[src/rtl/sprite_animator.sv]
// Sprite engine: places a scaled/mirrored multi-frame sprite, drives the sprite ROM
// address and emits a palette index with an opacity flag two clocks after DrawX/DrawY.
module sprite_animator #(
  parameter int SPR_W           = 64,
  parameter int SPR_H           = 64,
  parameter int FRAMES          = 4,
  parameter int IDX_W           = 4,
  parameter int TRANSPARENT_IDX = 0,
  parameter int FRAME_HOLD      = 6,
  parameter int ADDR_W          = $clog2(SPR_W*SPR_H*FRAMES),
  localparam int FW             = (FRAMES > 1) ? $clog2(FRAMES) : 1
) (
  input  logic              vga_clk,
  input  logic              reset_n,
  input  logic [9:0]        DrawX,
  input  logic [9:0]        DrawY,
  input  logic              blank,
  input  logic              frame_start,
  input  logic [9:0]        pos_x,
  input  logic [9:0]        pos_y,
  input  logic [1:0]        scale_sh,
  input  logic              flip,
  input  logic              play,
  input  logic              loop,
  output logic [ADDR_W-1:0] rom_address,
  input  logic [IDX_W-1:0]  rom_q,
  output logic [IDX_W-1:0]  pix_idx,
  output logic              pix_valid,
  output logic [FW-1:0]     cur_frame,
  output logic              anim_done
);
  localparam int LXW = (SPR_W > 1) ? $clog2(SPR_W) : 1;
  localparam int LYW = (SPR_H > 1) ? $clog2(SPR_H) : 1;
  localparam int HW  = (FRAME_HOLD > 1) ? $clog2(FRAME_HOLD) : 1;

  typedef enum logic [1:0] {S_IDLE, S_PLAY, S_DONE} state_t;

  state_t          state, state_n;
  logic [FW-1:0]   frame_n;
  logic [HW-1:0]   hold_cnt, hold_n;
  logic            done_n;

  logic [9:0]      sh_px, sh_py;
  logic [1:0]      sh_sh;
  logic            sh_flip;

  // Geometry only changes at frame_start so a frame never tears.
  always_ff @(posedge vga_clk) begin
    if (!reset_n) begin
      sh_px   <= '0;
      sh_py   <= '0;
      sh_sh   <= '0;
      sh_flip <= 1'b0;
    end else if (frame_start) begin
      sh_px   <= pos_x;
      sh_py   <= pos_y;
      sh_sh   <= (scale_sh == 2'd3) ? 2'd2 : scale_sh;
      sh_flip <= flip;
    end
  end

  // Stage 0: 12-bit box test so boxes near the screen edge clip instead of wrapping.
  logic [11:0]      x12, y12, px12, py12, bw, bh, ox, oy;
  logic             in_box;
  logic [LXW-1:0]   lx_raw, lx;
  logic [LYW-1:0]   ly;
  logic [ADDR_W-1:0] addr_n;

  assign x12    = {2'b00, DrawX};
  assign y12    = {2'b00, DrawY};
  assign px12   = {2'b00, sh_px};
  assign py12   = {2'b00, sh_py};
  assign bw     = 12'(SPR_W) << sh_sh;
  assign bh     = 12'(SPR_H) << sh_sh;
  assign in_box = (x12 >= px12) && (x12 < px12 + bw) && (y12 >= py12) && (y12 < py12 + bh);
  assign ox     = x12 - px12;
  assign oy     = y12 - py12;
  assign lx_raw = LXW'(ox >> sh_sh);
  assign lx     = sh_flip ? (LXW'(SPR_W - 1) - lx_raw) : lx_raw;
  assign ly     = LYW'(oy >> sh_sh);
  assign addr_n = ADDR_W'(int'(cur_frame) * SPR_W * SPR_H + int'(ly) * SPR_W + int'(lx));

  logic vld_d;

  always_ff @(posedge vga_clk) begin
    if (!reset_n) begin
      rom_address <= '0;
      vld_d       <= 1'b0;
      pix_idx     <= '0;
      pix_valid   <= 1'b0;
    end else begin
      if (in_box) rom_address <= addr_n;
      vld_d     <= in_box & blank;
      pix_idx   <= rom_q;
      pix_valid <= vld_d && (rom_q != IDX_W'(TRANSPARENT_IDX));
    end
  end

  always_ff @(posedge vga_clk) begin
    if (!reset_n) begin
      state     <= S_IDLE;
      cur_frame <= '0;
      hold_cnt  <= '0;
      anim_done <= 1'b0;
    end else begin
      state     <= state_n;
      cur_frame <= frame_n;
      hold_cnt  <= hold_n;
      anim_done <= done_n;
    end
  end

  always_comb begin
    state_n = state;
    frame_n = cur_frame;
    hold_n  = hold_cnt;
    done_n  = 1'b0;
    if (frame_start) begin
      unique case (state)
        S_IDLE: begin
          frame_n = '0;
          hold_n  = '0;
          if (play) state_n = S_PLAY;
        end
        S_PLAY: begin
          if (!play) begin
            state_n = S_IDLE;
            frame_n = '0;
            hold_n  = '0;
          end else if (hold_cnt != HW'(FRAME_HOLD - 1)) begin
            hold_n = hold_cnt + 1'b1;
          end else begin
            hold_n = '0;
            if (cur_frame != FW'(FRAMES - 1)) begin
              frame_n = cur_frame + 1'b1;
            end else if (loop) begin
              frame_n = '0;
            end else begin
              state_n = S_DONE;
              done_n  = 1'b1;
            end
          end
        end
        S_DONE: begin
          // Restart needs play to drop for a frame first.
          if (!play) begin
            state_n = S_IDLE;
            frame_n = '0;
            hold_n  = '0;
          end
        end
        default: state_n = S_IDLE;
      endcase
    end
  end
endmodule
[config.mk]
export PLATFORM = sky130hd
export DESIGN_NAME = sprite_animator
export DESIGN_NICKNAME = d
export VERILOG_FILES = /design/src/rtl/sprite_animator.sv
export SDC_FILE = /design/constraint.sdc
export NUM_CORES = 1
export LEC_CHECK = 0
export ABC_AREA = 1
export ABC_CLOCK_PERIOD_IN_PS = 2450
export CAP_MARGIN = 20
export CORE_ASPECT_RATIO = 0.8
export CORE_UTILIZATION = 43
export DETAILED_ROUTE_END_ITERATION = 16
export PLACE_DENSITY = 0.78
export SKIP_CTS_REPAIR_TIMING = 1
export SLEW_MARGIN = 0
export SYNTH_ARGS = -nofsm -noshare
export SYNTH_HDL_FRONTEND = slang
export SYNTH_SLANG_ARGS = --single-unit
[constraint.sdc]
create_clock -name vga_clk -period 2.45 [get_ports vga_clk]
set_input_delay 0.49 -clock vga_clk [delete_from_list [all_inputs] [get_ports vga_clk]]
set_output_delay 0.49 -clock vga_clk [all_outputs]
set_load 0.02 [all_outputs]
* Yosys cells after proc, flatten, opt, wreduce, memory -nomap -nowiden *
Index checks and enable logic that the tools add are counted.
Widths: inputs -> output; s select.

word-level totals
  input bits = 53
  register bits after elaboration = 51

operators by class
  bitwise gates (word level) = 5
  reduce and logical (&&, ||, !) cells = 11
  equality and inequality tests = 11
  magnitude comparators = 4
  multiplexer cells = 19
  shift operators = 3
  add/subtract/negate cells = 9

operator list
  cell                  number
  $add 10x12->12        2
  $lt 10x12->1          2
  $shr 12x2->6          2
  $mux 2                11
  $sub 10x10->11        2
  $ge 10x10->1          2
  $add 14x12->14        1
  $add 14x6->14         1
  $ne 3x3->1 const B    4
  $pmux 2 s3            2
  $shl 7x2->12 const A  1
  $mux 3                3
  $pmux 3 s3            1
  $mux 6                1
  $ne 2x2->1 const B    3
  $reduce_and 6->1      1
  $reduce_or 6->1       1
  $sub 6x6->6 const A   1
  $reduce_and 5->1      1
  $eq 2x2->1 const B    2
  $logic_and 1x1->1     4
  $ne 4x4->1 const B    1
  $not 1->1             4
  $reduce_bool 4->1     1
  other kinds (8)       8

* Depth between registers and ports, before layout *
Gate-level depths: netlist (run 1).

  depth after elaboration = 7
  depth in mapped cells = 23
  mapped depth without buffers = 22

* Worst setup path before layout (run 1) *
OpenSTA, ideal clock, no wires.

  path type = reg2reg
  start = register sh_sh[0]
  end = register rom_address[2]
  arrival time = 2.274 ns
  buffers on the path = 1
  required time = 2.333 ns
  path slack = 0.059 ns
  stages on the path, launching flop included = 22
  period minus slack after synthesis = 2.391 ns
  path through = dfxtp_1 > inv_2 > nor2_4 > nand2_2 > nand2_1 > inv_1 > ha_1 > inv_1 > ha_1 > nand2_1 > nand2_1 > nor2_1 > nand2_1 > nand2_1 > nand2_1 > nand2_1 > nand2_1 > nor2_2 > buf_6 > inv_4 > a21oi_1 > nor2_1

on the way
  longest elaborated chain between the ends = 6
  elaborated cells on any way between the ends = 12
  those cells by class = 4 x add/sub; 2 x order compare; 2 x shift; 1 x mux; 3 x reduce/logical

ends and longest elaborated chain
  element                         RTL line  source
  from (decl)                     44        logic [1:0] sh_sh;
  from (signal assigned)          57        sh_sh <= (scale_sh == 2'd3) ? 2'd2 : scale_sh;
  $shl 7x2->12                    73, 74
  $add 10x12->12                  75        assign in_box = (x12 >= px12) && (x12 < px12 + bw) && (y12 >= py12) && (y12 < py12 + bh);
  $lt 10x12->1                    75
  $logic_and 1x1->1 (3 in a row)  75
  to (signal assigned)            92        if (in_box) rom_address <= addr_n;
  to (decl)                       25        output logic [ADDR_W-1:0] rom_address,

Several ways; a longest one is shown, not always the timed one.
A chain may end at the register's enable or synchronous reset.

* Worst setup path in the final report (run 1) *
  start = register sh_sh[1]
  end = register rom_address[11]

The elaborated chain is that of the path after synthesis.

==> results of run 1 <==
-- sequential cells by signal (all words and copies together) (netlist names), 2 cells and up --
signal       cells
sh_py           10
rom_address     14
pix_idx          4
cur_frame        2
sh_sh            2
sh_px           10
state            2
hold_cnt         3
-- power by group through the flow --
stage | Clock [mW] | Combinational [mW] | Sequential, mW
after floorplan | 0 | 0.548 | 0.985
after global placement | 0 | 0.946 | 0.954
after detailed placement | 0 | 0.977 | 0.955
after CTS | 0.624 | 0.985 | 0.937
after global routing | 0.656 | 1.20 | 0.946
final | 0.617 | 1.08 | 0.940
-- cells in the final DEF, fill, tap and decap left out, types with 10 or more instances in the layout --
cell type	n
nand2_1	120
inv_1	79
clkdlybuf4s50_1	74
nand3_1	54
buf_4	53
dfxtp_1	49
o21ai_0	44
nor2_1	42
a21oi_1	42
ha_1	29
nand2_2	14
nor2_2	10
-- how the worst max path moves through the flow --
stage,start,to,cells after the start
floorplan,sh_sh[0],rom_address[2],21
global placement,DrawY[0],rom_address[3],18
detailed placement,DrawY[0],rom_address[0],16
CTS,sh_sh[0],rom_address[10],19
global route,sh_sh[0],rom_address[1],21
finish,sh_sh[1],rom_address[11],21
-- area by class of cell --
cell class              count  area share
repair buffers            134       0.238
multi-input cells         408       0.453
flip-flops and latches     51       0.195
clock inverters             3     0.00832
clock buffers               5      0.0131
well taps                 108      0.0257
inverters                  92      0.0671
-- critical path: stages (launching register included) --
cell and delay, ps:
dfxtp_2 350, buf_6 120, nor2_4 150, nand2_2 90, nand2_2 60, inv_2 40
ha_4 140, inv_2 60, nand2_2 60, xor2_2 150, ha_1 290, nand3_1 80
inv_1 40, nand2_1 50, nand2_1 50, nand2_1 80, nand2_2 70, nor2_4 220
buf_12 160, nand3_2 70, nor2_2 130, nor2_1 60
-- stage by stage --
step | TNS [ps] | total power, mW | cells
6_report | -1750 | 2.64 | 801
3_5_place_dp | -5230 | 1.93 | 790
2_1_floorplan | 0 | 1.53 | 565
4_1_cts | -2050 | 2.55 | 798
5_1_grt | -3900 | 2.80 | 801
3_3_place_gp | -3970 | 1.90 | 790
-- metal layers --
| metal | vias up | global-route usage | part of all wire |
|---|---|---|---|
| met5 | - | 0 | 0 |
| met2 | 102 | 0.406 | 0.48 |
| li1 | 2078 | - | - |
| met4 | 0 | 0.0576 | 0.021 |
| met1 | 1841 | 0.274 | 0.46 |
| met3 | 20 | 0.0357 | 0.039 |
-- cells by family (layout without fill, tap and decap cells) --
group | after synthesis | after routing | share of synthesized area
buffers and inverters | 106 | 234 | 0.115
AND/OR/NAND/NOR | 260 | 260 | 0.303
AO/OA/AOI/OAI | 101 | 101 | 0.148
adder cells (fa/ha/maj) | 37 | 37 | 0.131
flip-flops | 51 | 51 | 0.280
XOR/XNOR | 10 | 10 | 0.0240
==> run_results.csv, run 1 <==
group,metric,value,unit
run_status,outcome,"finished, violations left",
run_status,violations,"setup timing",
detailed_routing,num_vias,4041,
clock_network,tritoncts,"done",
sta,tightest_slew,427,ps
worst_setup_path,r2r-start,"sh_sh[1]",
sta,slew_viol_final,0,
grt,grt_overflow,0,
floorplanning,boundaryPins,75,
detailed_routing,drt-vias-per-instance,5.04,
floorplanning,initial_core_util,0.451,
grt,grt_max_degree,27,
placement,hpwlAfterDp,7.74,mm
sta,timing.final.ws_setup,-155,ps
power,p_int,1.70,mW
grt,grt_pass1_vias,3904,
worst_setup_path,crit_fanout,5,
clock_network,insertion_delay,310,ps
power,p_seq_frac,0.357,
detailed_routing,post-route-drc-count,0,
layout,fin_util,0.650,
detailed_routing,drt_wl_total,10.2,mm
floorplanning,core_area,8090,µm²
logic_synthesis,synthCells,565,
clock_network,htreeDepth,2,
placement,place_ws,-439,ps
logic_synthesis,ys_top_cells_by_count,"nand2_1, inv_1, nand3_1",
floorplanning,placementRows,29,
worst_setup_path,critPathKind,"reg2reg",
layout,antennaDiodeCount,0,
worst_setup_path,critPathLaunchType,"flop",
placement,numPortBuffers,74,
sta,hold_viol,0,
worst_setup_path,cp-end-kind,"flop",
placement,postPlaceCellArea,4890,µm²
sta,max_slew_margin,0.713,
grt,grt_pass1_wl,16.4,mm
detailed_routing,ant_nets,0,
power,p_sw,0.931,mW
worst_hold_path,hp-start,"vld_d",
logic_synthesis,netlist_area,3650,µm²
clock_network,clk_path_buf_depth,2,
logic_synthesis,yosysTopAreaCell,"dfxtp_1",
sta,fin_crit_sh,1.06,
logic_synthesis,synth_ff_type,"dfxtp_1",
flow_run,drv.max_cap_violation_count,0,
worst_setup_path,worst_ep_required_time,2670,ps
floorplanning,die_area,8870,µm²
worst_setup_path,arrival,2820,ps
clock_network,root_buffer,"clkbuf_8",
worst_setup_path,rr_endpoint,"rom_address[11]",
layout,seq_area,1030,µm²
logic_synthesis,synth-edff-count,0,
layout,finish.instance_area,5260,µm²
power,p_sw_frac,0.353,
logic_synthesis,synth_fp_nets,655,
sta,max_freq,384,MHz
logic_synthesis,ys_seq_elements,51,
clock_network,numCtsBuffers,5,
grt,track_usage,0.223,
layout,nets,782,
clock_network,clkSlewWorstSetupHoldPaths,110,ps
floorplanning,die_x,105,µm
power,p_leak,2.56,nW
worst_hold_path,holdPathStages,2,
detailed_routing,drt_first_pass_iters,4,
logic_synthesis,syn_area_per_cell,6.46,µm²
power,pwr-share-clk,0.234,
detailed_routing,post_drt_wl_per_cell,12.8,µm
sta,finClkSkew,9.74,ps
power,p_per_area,501,nW/µm²
layout,multiInputGateArea,2380,µm²
floorplanning,dieHeight,84.4,µm
layout,fill_cells,706,
worst_hold_path,holdCritPathClass,"reg2reg",
worst_setup_path,r2r.worst_path.cells,21,
logic_synthesis,ys_types,37,
logic_synthesis,synth_area_leaders,"dfxtp_1, nand2_1, ha_1, inv_1, nand3_1",
layout,drive_gt1_frac,0.180,
power,p_comb_frac,0.409,
worst_setup_path,r2r_slack,-160,ps
logic_synthesis,synth-warning-count,0,
placement,routabilityCongestion,0.893,
logic_synthesis,synth.top_cell.area_share,0.280,
sta,period_needed,2610,ps
grt,antenna_found_initial,0,
sta,rsz0062_at_grt,"true",
sta,worst_hold_slack,429,ps
clock_network,clock_sinks,51,
sta,setup_viol,15,
layout,syn2layout_area_growth,44.1,%
detailed_routing,drt_iter0_drc,177,
power,vdd_drop_max,306,µV
logic_synthesis,async_flop_share,0,
logic_synthesis,yosysMostFrequentCell,"nand2_1",
worst_hold_path,hold_end,"pix_valid",
logic_synthesis,ys_seq_area_frac,0.280,
(Power assumes the default switching activity.)
==> run 2: changes to the inputs <==
Settings changed: GPL_TIMING_DRIVEN from default to 0.
==> run 2 against run 1 <==
The run still ends with setup timing left. Sequential share of layout area rose by 1.5 points. Non-clock buffer count decreased by 36. Final area is 6.9% lower. Via count decreased by 2.9%. Routed wire length up 0.69%. Final cell count down 4.5%. Core utilization down 4.5 points. Largest cell class unchanged. Sequential power is essentially flat. Fmax is 2.1% lower. Clock skew is 11 ps higher. Count of clock-buffer cells in the layout unchanged. Combinational power is 9% lower.
==> run_results.csv, run 2 (same netlist as run 1, synthesis figures left out) <==
group,metric,value,unit
floorplanning,die_area,8870,µm²
clock_network,numCtsBuffers,5,
detailed_routing,ant_nets,0,
layout,syn2layout_area_growth,34.2,%
layout,final_cell_mix,"nand2_1, inv_1, clkdlybuf4s50_1, nand3_1, dfxtp_1",
power,p_int,1.53,mW
detailed_routing,drt-vias-per-instance,5.13,
clock_network,clk_path_buf_depth,2,
power,power,2.47,mW
grt,use_met1,0.298,
grt,antenna_found_initial,0,
run_status,outcome,"finished, violations left",
sta,timing.final.ws_setup,-212,ps
detailed_routing,num_vias,3923,
layout,layout_commonest_cell,"nand2_1",
worst_setup_path,critPathKind,"reg2reg",
layout,largest_reg_flops,14,
placement,routabilityCongestion,0.940,
placement,hpwlAfterDp,7.72,mm
detailed_routing,drt_wl_total,10.3,mm
floorplanning,core_area,8090,µm²
sta,setup_viol,15,
sta,slew_viol_final,0,
clock_network,root_buffer,"clkbuf_8",
detailed_routing,post-route-drc-count,0,
grt,track_usage,0.222,
sta,max_slew_margin,0.547,
power,p_seq_frac,0.380,
sta,tightest_slew,680,ps
grt,grt.met2_usage,0.379,
grt,grt_pass1_wl,16.0,mm
sta,finClkSkew,21.1,ps
worst_setup_path,crit_fanout,10,
run_status,violations,"setup timing",
layout,antennaDiodeCount,0,
grt,gr-max-usage-layer,"met2",
detailed_routing,drt_first_pass_iters,5,
flow_run,drv.max_cap_violation_count,0,
layout,nets,746,
worst_setup_path,arrival,2860,ps
worst_setup_path,worst_ep_required_time,2650,ps
clock_network,clkSlewWorstSetupHoldPaths,120,ps
power,p_sw,0.947,mW
grt,grt_pass1_vias,3535,
sta,rsz0062_at_grt,"true",
worst_setup_path,critPathLaunchType,"flop",
power,p_sw_frac,0.383,
floorplanning,die_x,105,µm
clock_network,insertion_delay,320,ps
sta,hold_viol,0,
power,p_per_area,505,nW/µm²
floorplanning,boundaryPins,75,
floorplanning,initial_core_util,0.451,
detailed_routing,drt_iter0_drc,312,
grt,grt_max_degree,19,
grt,met3_usage,0.0256,
layout,drive_gt1_frac,0.108,
worst_setup_path,r2r_slack,-210,ps
layout,top_register,"rom_address",
worst_hold_path,holdCritPathClass,"reg2reg",
sta,fin_crit_sh,1.09,
placement,numPortBuffers,74,
worst_setup_path,cp-end-kind,"flop",
sta,period_needed,2660,ps
clock_network,htreeDepth,2,
clock_network,tritoncts,"done",
worst_setup_path,r2r.worst_path.cells,19,
power,p_comb_frac,0.399,
sta,max_freq,376,MHz
floorplanning,placementRows,29,
grt,grt_overflow,0,
power,vdd_drop_max,366,µV
worst_hold_path,holdPathStages,2,
detailed_routing,post_drt_wl_per_cell,13.5,µm
power,p_leak,2.33,nW
layout,fin_util,0.605,
layout,reg_top3,"rom_address: 14 flops, sh_px: 10 flops, sh_py: 10 flops",
floorplanning,dieHeight,84.4,µm
clock_network,clock_sinks,51,
power,pwr-share-clk,0.221,
run 2: cell count changes in the layout (fill, tap and decap cells not counted), sizes merged:
cell / previous run / this run
buf: 58 / 15
clkbuf: 7 / 14
bufinv: 1 / 0
inv: 90 / 91
run 2: layout make-up:
cell class                      instances  area, µm²
Multi-Input combinational cell        408       2380
Tap cell                              108        135
Timing Repair Buffer                   84        820
Clock inverter                          3       28.8
Clock buffer                            5       68.8
Inverter                               92        360
Sequential cell                        51       1030
Fill cell                             748       3190
Buffer                                 14       78.8
run 2: power by group through the flow:
stage	registers (mW)	logic [mW]	clock network [mW]
after floorplan	0.985	0.548	0
after global placement	0.953	0.856	0
after detailed placement	0.955	0.885	0
after CTS	0.936	0.892	0.552
after global routing	0.946	1.10	0.588
final	0.939	0.987	0.547
run 2: path summary, 6_finish.rpt:
check / to / start
max: rom_address[2] / sh_sh[0]
min reg2reg: pix_valid / vld_d
min: pix_valid / vld_d
max reg2reg: rom_address[2] / sh_sh[0]
run 2: critical path: stages, from the launching register on:
cell and delay (ps):
dfxtp_4 390, buf_6 130, nor2_4 250, ha_4 210, ha_4 120, inv_1 40
nand2_1 80, xor2_1 180, ha_1 250, nand3_1 80, inv_1 40, nand2_1 50
nand2_1 60, nand2_1 70, nand2_2 60, nor2_4 160, buf_8 170, inv_8 70
a21oi_4 110, nor2_1 50
run 2: through the flow:
stage	hold slack [ps]	worst slack [ps]	cells	setup TNS, ps	instance area [µm²]
2_1_floorplan	401	59.3	565	0	3650
3_3_place_gp	411	-429	747	-6110	4530
3_5_place_dp	410	-495	747	-6840	4530
4_1_cts	428	-523	755	-6820	4620
5_1_grt	444	-356	765	-4890	4900
6_report	425	-212	765	-2460	4900
run 2: per-layer routing:
metal	wire length, µm	vias to the layer above
met5	0	-
met3	530	17
met1	4790	1777
met4	148	0
li1	-	2010
met2	4840	119
